$ cat src/rtl/btn_pkg.sv
// ----------------------------------------------------------------------------
// btn_pkg
// Shared definitions for the push-button conditioning blocks: debounce FSM
// state encoding, a constant clog2 helper and the default 50 MHz timing.
// ----------------------------------------------------------------------------
package btn_pkg;

    // Debounce FSM state encoding (two stable states, two wait states)
    typedef enum logic [1:0] {
        IDLE         = 2'd0,
        PRESS_WAIT   = 2'd1,
        PRESSED      = 2'd2,
        RELEASE_WAIT = 2'd3
    } btn_state_e;

    // Reference clock the default timing constants are derived from
    localparam int unsigned CLK_FREQ_HZ           = 32'd50000000;

    // 20 ms of stability at 50 MHz before a new level is accepted
    localparam int unsigned DEF_DEBOUNCE_CYCLES   = 32'd1000000;

    // 1 s of hold at 50 MHz before a long press is reported
    localparam int unsigned DEF_LONG_PRESS_CYCLES = 32'd50000000;

    // Upper bound (exclusive) for the debounce interval
    localparam int unsigned MAX_DEBOUNCE_CYCLES   = 32'd16777216;

    // Smallest width able to hold 'value' distinct codes (minimum 1 bit).
    // Bounded loop so it stays usable as a constant function everywhere.
    function automatic int unsigned btn_clog2(input int unsigned value);
        int unsigned width;
        width = 32'd0;
        for (int i = 0; i < 32; i++) begin
            if ((64'd1 << i) < {32'd0, value}) begin
                width = i + 1;
            end
        end
        if (width == 32'd0) begin
            width = 32'd1;
        end
        return width;
    endfunction

endpackage

$ cat src/rtl/sync_2ff.sv
// ----------------------------------------------------------------------------
// sync_2ff
// Two-flop synchroniser for a single asynchronous input. The reset value is a
// parameter so the idle level of the pin can be preloaded and no false edge
// is seen when reset releases. Generic: reused for other board inputs.
// ----------------------------------------------------------------------------
module sync_2ff #(
    parameter logic RESET_VAL = 1'b0
) (
    input  logic i_clk,
    input  logic i_rst,
    input  logic i_d,
    output logic o_q
);

    logic r_meta;
    logic r_sync;

    // Two-stage capture of the asynchronous input into the i_clk domain
    always_ff @(posedge i_clk or posedge i_rst) begin
        if (i_rst) begin
            r_meta <= RESET_VAL;
            r_sync <= RESET_VAL;
        end else begin
            r_meta <= i_d;
            r_sync <= r_meta;
        end
    end

    assign o_q = r_sync;

endmodule

$ cat src/rtl/button_debounce.sv
// ----------------------------------------------------------------------------
// button_debounce
// Conditions one raw mechanical push-button for the LED blink counter:
// 2-flop synchroniser, stability counter and a 4-state FSM produce a clean
// level (1 = pressed) plus one-cycle press / release strobes. All outputs
// are registered.
//
// Optional build macro: LONG_PRESS_EN
//   defined   : BTN_LONG pulses once per press after LONG_PRESS_CYCLES of hold
//   undefined : no long-press logic, BTN_LONG is tied to 0
// ----------------------------------------------------------------------------
module button_debounce
    import btn_pkg::*;
#(
    parameter int unsigned DEBOUNCE_CYCLES   = DEF_DEBOUNCE_CYCLES,
    parameter int unsigned LONG_PRESS_CYCLES = DEF_LONG_PRESS_CYCLES,
    parameter bit          ACTIVE_LOW        = 1'b0
) (
    input  logic CLOCK_IN,
    input  logic RESET,
    input  logic BTN_IN,
    output logic BTN_LEVEL,
    output logic BTN_PRESS,
    output logic BTN_RELEASE,
    output logic BTN_LONG
);

    // ------------------------------------------------------------------
    // Derived constants
    // ------------------------------------------------------------------
    localparam int unsigned CNT_W = btn_clog2(DEBOUNCE_CYCLES + 32'd1);

    localparam logic [CNT_W-1:0] CNT_ONE  = CNT_W'(32'd1);
    localparam logic [CNT_W-1:0] CNT_LAST = CNT_W'(DEBOUNCE_CYCLES - 32'd1);
    localparam logic [CNT_W-1:0] CNT_FULL = {CNT_W{1'b1}};

    // An out-of-range configuration never accepts a level change, so a bad
    // parameter set fails safe (outputs stay released) instead of chattering.
    localparam bit PARAMS_OK = (DEBOUNCE_CYCLES >= 32'd2) &&
                               (DEBOUNCE_CYCLES < MAX_DEBOUNCE_CYCLES) &&
                               (LONG_PRESS_CYCLES >= 32'd1);

    // ------------------------------------------------------------------
    // Synchroniser and polarity normalisation
    // ------------------------------------------------------------------
    logic w_sync_raw;
    logic w_s;

    sync_2ff #(
        .RESET_VAL (ACTIVE_LOW)
    ) u_sync (
        .i_clk (CLOCK_IN),
        .i_rst (RESET),
        .i_d   (BTN_IN),
        .o_q   (w_sync_raw)
    );

    // Normalised input: 1 = pressed regardless of board wiring
    assign w_s = w_sync_raw ^ ACTIVE_LOW;

    // ------------------------------------------------------------------
    // FSM state and debounce counter
    // ------------------------------------------------------------------
    btn_state_e       r_state;
    logic [CNT_W-1:0] r_cnt;
    logic             r_level;
    logic             r_press;
    logic             r_release;

    logic w_press_accept;
    logic w_release_accept;

    // Stability reached on this edge: the wait state has seen the new level
    // for DEBOUNCE_CYCLES consecutive samples including the current one.
    assign w_press_accept   = (r_state == PRESS_WAIT)   &&  w_s &&
                              (r_cnt == CNT_LAST) && PARAMS_OK;
    assign w_release_accept = (r_state == RELEASE_WAIT) && !w_s &&
                              (r_cnt == CNT_LAST) && PARAMS_OK;

    // Debounce FSM: stable/wait tracking, stability count, registered level and strobes
    always_ff @(posedge CLOCK_IN or posedge RESET) begin
        if (RESET) begin
            r_state   <= IDLE;
            r_cnt     <= '0;
            r_level   <= 1'b0;
            r_press   <= 1'b0;
            r_release <= 1'b0;
        end else begin
            // Strobes are single-cycle unless re-asserted below
            r_press   <= 1'b0;
            r_release <= 1'b0;
            case (r_state)
                IDLE: begin
                    r_level <= 1'b0;
                    if (w_s) begin
                        r_state <= PRESS_WAIT;
                        r_cnt   <= CNT_ONE;
                    end else begin
                        r_cnt   <= '0;
                    end
                end
                PRESS_WAIT: begin
                    if (!w_s) begin
                        // Bounce: drop back silently
                        r_state <= IDLE;
                        r_cnt   <= '0;
                    end else if (w_press_accept) begin
                        r_state <= PRESSED;
                        r_cnt   <= '0;
                        r_level <= 1'b1;
                        r_press <= 1'b1;
                    end else if (r_cnt != CNT_FULL) begin
                        r_cnt   <= r_cnt + CNT_ONE;
                    end else begin
                        r_cnt   <= r_cnt;
                    end
                end
                PRESSED: begin
                    r_level <= 1'b1;
                    if (!w_s) begin
                        r_state <= RELEASE_WAIT;
                        r_cnt   <= CNT_ONE;
                    end else begin
                        r_cnt   <= '0;
                    end
                end
                RELEASE_WAIT: begin
                    if (w_s) begin
                        // Release bounce: level stays asserted
                        r_state <= PRESSED;
                        r_cnt   <= '0;
                    end else if (w_release_accept) begin
                        r_state   <= IDLE;
                        r_cnt     <= '0;
                        r_level   <= 1'b0;
                        r_release <= 1'b1;
                    end else if (r_cnt != CNT_FULL) begin
                        r_cnt   <= r_cnt + CNT_ONE;
                    end else begin
                        r_cnt   <= r_cnt;
                    end
                end
                default: begin
                    r_state <= IDLE;
                    r_cnt   <= '0;
                    r_level <= 1'b0;
                end
            endcase
        end
    end

    assign BTN_LEVEL   = r_level;
    assign BTN_PRESS   = r_press;
    assign BTN_RELEASE = r_release;

`ifdef LONG_PRESS_EN
    // ------------------------------------------------------------------
    // Long-press detector
    // ------------------------------------------------------------------
    localparam int unsigned LONG_W = btn_clog2(LONG_PRESS_CYCLES + 32'd1);

    localparam logic [LONG_W-1:0] LONG_ONE  = LONG_W'(32'd1);
    localparam logic [LONG_W-1:0] LONG_LAST = LONG_W'(LONG_PRESS_CYCLES);
    localparam logic [LONG_W-1:0] LONG_PRE  = LONG_W'(LONG_PRESS_CYCLES - 32'd1);

    logic [LONG_W-1:0] r_long_cnt;
    logic              r_long;

    // Hold-time counter: restarts on a newly accepted press only, so a release
    // bounce back into PRESSED cannot re-arm it and at most one pulse per press
    always_ff @(posedge CLOCK_IN or posedge RESET) begin
        if (RESET) begin
            r_long_cnt <= '0;
            r_long     <= 1'b0;
        end else if (w_press_accept) begin
            r_long_cnt <= '0;
            r_long     <= 1'b0;
        end else if ((r_state == PRESSED) || (r_state == RELEASE_WAIT)) begin
            if (w_release_accept) begin
                r_long_cnt <= '0;
                r_long     <= 1'b0;
            end else if (r_long_cnt != LONG_LAST) begin
                r_long_cnt <= r_long_cnt + LONG_ONE;
                r_long     <= (r_long_cnt == LONG_PRE);
            end else begin
                r_long_cnt <= r_long_cnt;
                r_long     <= 1'b0;
            end
        end else begin
            r_long_cnt <= '0;
            r_long     <= 1'b0;
        end
    end

    assign BTN_LONG = r_long;
`else
    assign BTN_LONG = 1'b0;
`endif

endmodule

$ cat config.mk
export PLATFORM = sky130hd
export DESIGN_NAME = button_debounce
export DESIGN_NICKNAME = d
export VERILOG_FILES = /design/src/rtl/btn_pkg.sv /design/src/rtl/sync_2ff.sv /design/src/rtl/button_debounce.sv
export SDC_FILE = /design/constraint.sdc
export NUM_CORES = 1
export LEC_CHECK = 0
export CORE_MARGIN = 2
export CORE_UTILIZATION = 49
export DETAILED_ROUTE_END_ITERATION = 12
export PLACE_DENSITY_LB_ADDON = 0.2
export SLEW_MARGIN = 20
export SYNTH_ARGS = -nofsm -noshare
export SYNTH_HDL_FRONTEND = slang
export SYNTH_SLANG_ARGS = --single-unit
export TNS_END_PERCENT = 5
$ cat constraint.sdc
create_clock -name CLOCK_IN -period 3.8 [get_ports CLOCK_IN]
set_input_delay 0.76 -clock CLOCK_IN [delete_from_list [all_inputs] [get_ports CLOCK_IN]]
set_output_delay 0.76 -clock CLOCK_IN [all_outputs]
set_load 0.05 [all_outputs]
; After elaboration in Yosys (flattened, before gate mapping)
; Index checks and enable logic that the tools add are counted.
[totals]
ff_bits = 27
input_bits = 3
out_inout_bits = 4
[classes]
add_sub_neg = 1
n_eq_ne = 13
n_mux = 26
n_reduce_logical = 8
[ops]
columns = cell, count
row1 = 20-bit two-way mux, 5
row2 = 20-bit one-hot mux with 4 select lines, 1
row3 = "20-bit by 1-bit adder with 20-bit output, second input constant", 1
row4 = "20-bit equality test, second input constant", 1
row5 = "20-bit inequality test, second input constant", 1
row6 = 1-bit two-way mux, 12
row7 = 2-bit two-way mux, 6
row8 = "2-bit inequality test, second input constant", 4
row9 = 2-bit one-hot mux with 4 select lines, 1
row10 = 4-bit AND reduction, 2
row11 = "2-bit equality test, second input constant", 2
row12 = 1-bit logical AND, 4
row13 = "2-bit by 1-bit inequality test with 1-bit output, second input constant", 2
row14 = 1-bit one-hot mux with 4 select lines, 1
row15 = "3-bit by 2-bit inequality test with 1-bit output, second input constant", 1
row16 = "3-bit inequality test, second input constant", 1
row17 = "2-bit by 1-bit equality test with 1-bit output, second input constant", 1
row18 = 2-bit logical NOT, 1
row19 = 1-bit logical NOT, 1

; Logic depth before layout (Yosys ltp)
; Gate-level depths: netlist of the first run.
[logic_depth]
depth_word = 6
mapped_depth = 7
mapped_depth_nobuf = 6

; Modules after synthesis
; A second synthesis of the first run with hierarchy kept.
[unflattened]
cells_unflattened = 163
area_unflattened_um2 = 1579.0
[modules_own_cells]
columns = module, instances, cells_each, area_each_um2, seq_area_each_um2
row1 = button_debounce, 1, 160, 1525.2, 625.6
row2 = sync_2ff, 1, 3, 53.8, 50.0

; Worst setup path before layout of the first run
; No wires, ideal clock.
[synth_path]
path_type = flip-flop to flip-flop
from = reg r_cnt[11]
to = reg r_level (netlist: BTN_LEVEL)
arrival_time_ns = 1.723
slack_ns = 1.953
path_stages_with_launch = 6
path_buffers = 0
period_less_slack_ns = 1.847
cell_sequence = dfrtp_1 > or4b_1 > nor3_2 > nand4_1 > a21oi_1 > mux2_2
[synth_via]
elab_chain_cells = 4
[synth_lines]
columns = element, line_no
row1 = "start, declared", button_debounce.sv:65  ; logic [CNT_W-1:0] r_cnt;
row2 = "start signal, assigned", button_debounce.sv:113  ; r_cnt <= r_cnt + CNT_ONE;
row3 = "start signal, assigned", button_debounce.sv:115  ; r_cnt <= r_cnt;
row4 = "start signal, assigned", button_debounce.sv:138  ; r_cnt <= r_cnt + CNT_ONE;
row5 = 20-bit equality test (*), "button_debounce.sv:76, button_debounce.sv:78"
row6 = "1-bit logical AND, on equally long branches", "button_debounce.sv:77, button_debounce.sv:75"
row7 = 2-bit inequality test (no line), -
row8 = 4-bit AND reduction (no line) (*), -
row9 = "end signal, assigned", button_debounce.sv:85  ; r_level <= 1'b0;
row10 = "end signal, assigned", button_debounce.sv:94  ; r_level <= 1'b0;
row11 = "end signal, assigned", button_debounce.sv:110  ; r_level <= 1'b1;
row12 = "end, declared", button_debounce.sv:66  ; logic r_level;
; Mark *: on every way between the ends. The rest lies on a longest branch, timed or not.
; A chain may end at the register's enable or synchronous reset.

; Final worst setup path of the first run
[layout_path]
from = reg r_level (netlist: BTN_LEVEL)
to = out BTN_LEVEL
[layout_lines]
columns = element, line_no
row1 = "end, declared", button_debounce.sv:22  ; output logic BTN_LEVEL,
; No word-level cell between the ends.

==> metrics.txt, run 1 <==
Power Density between 400 and 500 mW/mm^2; DR WL/cell 13.8 um; WS Path Type reg -> out; Placeable Area 0.00305 mm^2; post-synthesis average cell area 9.88 um^2; outcome finished clean; Worst Skew 0.00357 ns; vias in the first global route approximately 1,100; root buffer cell clkbuf_4; slowest library cell on the worst path clkdlybuf4s50_1; clk buf depth 2; initial antenna violation count 0; Pre-antenna DRT Iters 4; worst endpoint required time roughly 3.0 ns; Routed Antenna Nets 0; CTS resizes 0; Routed WL around 2800 um; Min-Delay Path Class reg -> reg; EDFF count, synth 0; H-Tree Depth 1; Highest Signal Layer met4; via count 1,158; CTS tree yes; dominant synthesized flop cell dfrtp_1; CP max stage delay slightly above 0.8 ns; CTS clk-pin slew, worst paths 0.14 ns; syn_nets 167; Die X-Extent 60.5 um; met2 routed WL 1310 um; Slew Viols, Final 0; area grow syn2layout 5.85%; Slew HR 51.3%; flops & latches, synth 27; all-layer global routing usage 18.1%; setup_tns 0 ns; synthesized instance count 158; # rows 20; hold_ws approximately 0.38 ns; setup bufs post-CTS 0; synth unique cells 45; CP delay by family, top buffers and inverters; Via density 5.65; 1st-iter DRT viols 28; FILL cells approximately 290; hold path depth 0; critical path depth in cells 1; unrepaired setup endpoints after global routing no; grt total ovfl 0; R2R cell count 6; HPWL Detailed 2000 um; Worst setup EP type output port; most frequent cells in the layout dfrtp_1 (27), nor2_1 (20), xnor2_1 (11), nand2_1 (8), a21oi_1 (8); CP Max Fanout 2; first-pass GRT wire length 5000 um; # clock sinks 27; register area share after synthesis about 43%; area of the mapped netlist 0.00156 mm^2; crit path cell chain clkdlybuf4s50_1; IO Port Bufs 5; dpl cells 201; drt drc 0; cts hold-fix bufs 0; Tcrit/Tclk final 59.8%; LEAKAGE 0.000645 uW; fmax 440 MHz; GP Congestion around 0.85; Layout Cells excl Fill a little over 200; n_diodes 0; Met1 Routed Length 1390 um; Storage cell area 676 um^2; critical path startpoint category flip-flop; count of final setup violators 0; # nets final 171; actual slew at the worst max-slew pin 0.724 ns; share of cells above drive strength 1 10.6%; die boundary height 60.5 um; yosys warns 0; Initial Utilization between 50% and 60%; # IOs 7; commonest non-fill, non-tap cell in the layout dfrtp_1; Clock Latency Late Sink 0.32 ns; critical path arrival 1.51 ns; Die Area 0.00365 mm^2; CP Buf/Inv Count 1; VDD IR max 0.000193 V; max_cap viols 0; minimum clock period 2.27 ns; multi-input logic area 816 um^2; Fin. Hold Viols 0; asr flop ratio synth 100%; WL met3 83 um; pin count of the biggest net entering global routing 28; CTS buffer count 3
==> through the flow <==
stage	worst slack, ns	util [%]	power [uW]	cell area [um^2]
4_1_cts	1.42	54.0	706	1650
5_1_grt	1.48	54.1	747	1650
3_5_place_dp	1.48	53.1	581	1620
3_3_place_gp	1.57	53.1	567	1620
6_report	1.53	54.1	698	1650
2_1_floorplan	1.95	-	540	1560
==> registers in the layout, summed over array words and instances, names as in the netlist, named ones only <==
register       flops
BTN_LEVEL          1
BTN_PRESS          1
r_cnt             20
u_sync.r_meta      1
BTN_RELEASE        1
u_sync.o_q         1
r_state            1
==> cells in the mapped netlist (all sizes together), types with 3 or more instances <==
master | n | area, um^2
mux2i | 3 | 30.0
nand3 | 7 | 40.0
xnor2 | 11 | 96.3
buf | 5 | 40.0
ha | 6 | 75.1
nor3 | 7 | 51.3
a211oi | 5 | 37.5
dfrtp | 27 | 676
nor4 | 3 | 40.0
nand4 | 7 | 56.3
inv | 8 | 30.0
nand2 | 9 | 36.3
nor3b | 4 | 30.0
a21oi | 8 | 40.0
nor2 | 20 | 75.1
==> report_power, final <==
| part | internal, uW | leakage (uW) | switching (uW) | total (uW) |
|---|---|---|---|---|
| Sequential | 313 | 0.000365 | 27.8 | 341 |
| Combinational | 92.6 | 0.000265 | 143 | 235 |
| Clock | 41.2 | 0.0000150 | 81.1 | 122 |
==> routing by layer <==
metal | vias to the layer above | global-route usage [%]
met3 | 10 | 3.84
met4 | 0 | 4.04
met1 | 562 | 25.8
met2 | 22 | 28.9
li1 | 564 | -
met5 | - | 0
==> cell type report <==
type	count	area share, %
multi-input cells	117	49.4
flip-flops and latches	27	40.9
well taps	44	3.33
repair buffers	5	3.03
inverters	8	1.82
clock buffers	4	1.59
==> cell families after synthesis <==
kind of cell,synth area share [%]
AOI/OAI and AO/OA,10.4
xor gates and xnor gates,7.29
adders and majority gates,4.81
buffers and inverters,4.81
DFF,43.3
muxes,2.64
other,0.240
and+or+nand+nor,26.5
==> final timing paths <==
path	slack (ns)	to	startpoint
max	1.53	BTN_LEVEL	BTN_LEVEL
max in group asynchronous	2.65	r_cnt[19]	RESET
min reg2reg	0.38	u_sync.o_q	u_sync.r_meta
min	0.38	u_sync.o_q	u_sync.r_meta
min in group asynchronous	0.79	r_cnt[5]	RESET
max reg2reg	1.72	r_cnt[19]	r_cnt[0]
No activity file was read; power rests on OpenSTA's default activity.
==> run 2: changes to the inputs <==
Clock period 3.8 ns to 2.02 ns, I/O delays scaled along.
==> metrics.txt, run 2 (same netlist as run 1, synthesis figures left out) <==
crit path cell chain clkdlybuf4s50_1; root buffer cell clkbuf_4; critical path startpoint category flip-flop; share of cells above drive strength 1 around 14%; Pint around 840 uW; dpl cells 208; LEAKAGE 0.000681 uW; actual slew at the worst max-slew pin 0.565 ns; initial antenna violation count 0; critical path arrival 1.51 ns; Storage cell area 676 um^2; Tcrit/Tclk final a little over nine tenths; first-pass GRT wire length a little over 5000 um; clock network fraction of total power 17.8%; unrepaired setup endpoints after global routing no; hold_ws 0.382 ns; multi-input logic area roughly 830 um^2; Reg power frac 48.8%; all-layer global routing usage 18.5%; most frequent cells in the layout dfrtp_1 (27), nor2_1 (20), xnor2_1 (11); max_cap viols 0; Fin. Hold Viols 0; # nets final 178; Clock Latency Late Sink ~0.33 ns; drt drc 0; Comb power frac 33.4%; CP Max Fanout 2; DR WL/cell 13.5 um; CP max stage delay 0.81 ns; vias in the first global route 1,138; setup bufs post-CTS 0; commonest non-fill, non-tap cell in the layout dfrtp_1; Min-Delay Path Class reg -> reg; Worst Skew 0.00481 ns; Routed Antenna Nets 0; Placeable Area about 0.003 mm^2; sw frac between 30% and 40%; die boundary height 60.5 um; clk buf depth 2; Worst setup EP type output port; # IOs 7; area grow syn2layout 10.3%; fmax between 500 and 600 MHz; Via density 5.55; CTS clk-pin slew, worst paths 0.14 ns; Slew HR between 60% and 70%; Routed WL 2860 um; cts hold-fix bufs 0; max reg flops 20; fin worst setup slack 0.104 ns; pin count of the biggest net entering global routing 28; H-Tree Depth 1; # clock sinks 27; minimum clock period 1.92 ns; VDD IR max 0.000482 V; IO Port Bufs 5; via count about 1,200; count of final setup violators 0; CP delay by family, top buffers and inverters; Final Cell Area 0.00172 mm^2; Biggest register r_cnt; P_sw ~470 uW; FILL cells around 290; worst endpoint required time 1.62 ns; GP Congestion 0.847; Initial Utilization about half; # rows 20; Layout Cells excl Fill 212; slowest library cell on the worst path clkdlybuf4s50_1; Slew Viols, Final 0; CTS resizes 0; 1st-iter DRT viols 28; Die Area 0.00365 mm^2; Power Density 763 mW/mm^2; CTS tree yes; worst slack, placed 0.119 ns; Area after DPL 0.00167 mm^2; outcome finished clean; CTS buffer count 3; n_diodes 0; R2R setup slack approximately 0.12 ns; WS Path Type reg -> out; Pre-antenna DRT Iters 4; HPWL Detailed 2080 um; grt total ovfl 0; Die X-Extent 60.5 um; setup_tns 0 ns; CP Buf/Inv Count 1
## run 2: cell types whose count changed in the layout (fill, tap and decap cells not counted)
cell	previous run	this run
buf_4	0	7
clkbuf_1	1	0
clkinv_2	0	1
inv_1	7	8
inv_2	1	0
nor3_2	2	1
nor3_4	1	2
nor4_2	1	0
nor4_4	1	2
## run 2: cell type report
type	count	area share [%]
timing repair buffer	12	5.96
multi-input combinational	117	48.3
tap	44	3.20
sequential	27	39.2
clock buffer	3	1.31
inverter	8	1.74
clock inverter	1	0.291
## run 2: worst paths after layout
kind / start / end / depth (start not counted)
hold / removal: u_sync.r_meta / u_sync.o_q / 0
hold reg to reg: u_sync.r_meta / u_sync.o_q / 0
max in group asynchronous: RESET / r_cnt[18] / 3
setup reg to reg: r_cnt[15] / r_cnt[19] / 5
min in group asynchronous: RESET / u_sync.r_meta / 3
setup / recovery: BTN_LEVEL / BTN_LEVEL / 1
## run 2: metal layers
metal / vias up / track usage (%) / share of wire (%)
li1: 580 / - / -
met1: 582 / 25.5 / 50
met2: 12 / 30.9 / 47
met3: 2 / 4.05 / 2.7
met4: 0 / 3.11 / 0.63
met5: - / 0 / 0
## run 2: stage by stage
step | power (uW) | util, %
final | 1310 | 56.4
after global routing | 1420 | 56.4
after CTS | 1330 | 55.7
after detailed placement | 1090 | 54.8
after global placement | 1070 | 54.8
after floorplan | 1020 | -
## run 2: power groups by stage
stage	registers (uW)	clock network (uW)	logic [uW]
2_1_floorplan	673	0	344
3_3_place_gp	647	0	422
3_5_place_dp	651	0	437
4_1_cts	639	247	440
5_1_grt	649	268	502
6_report	641	234	438
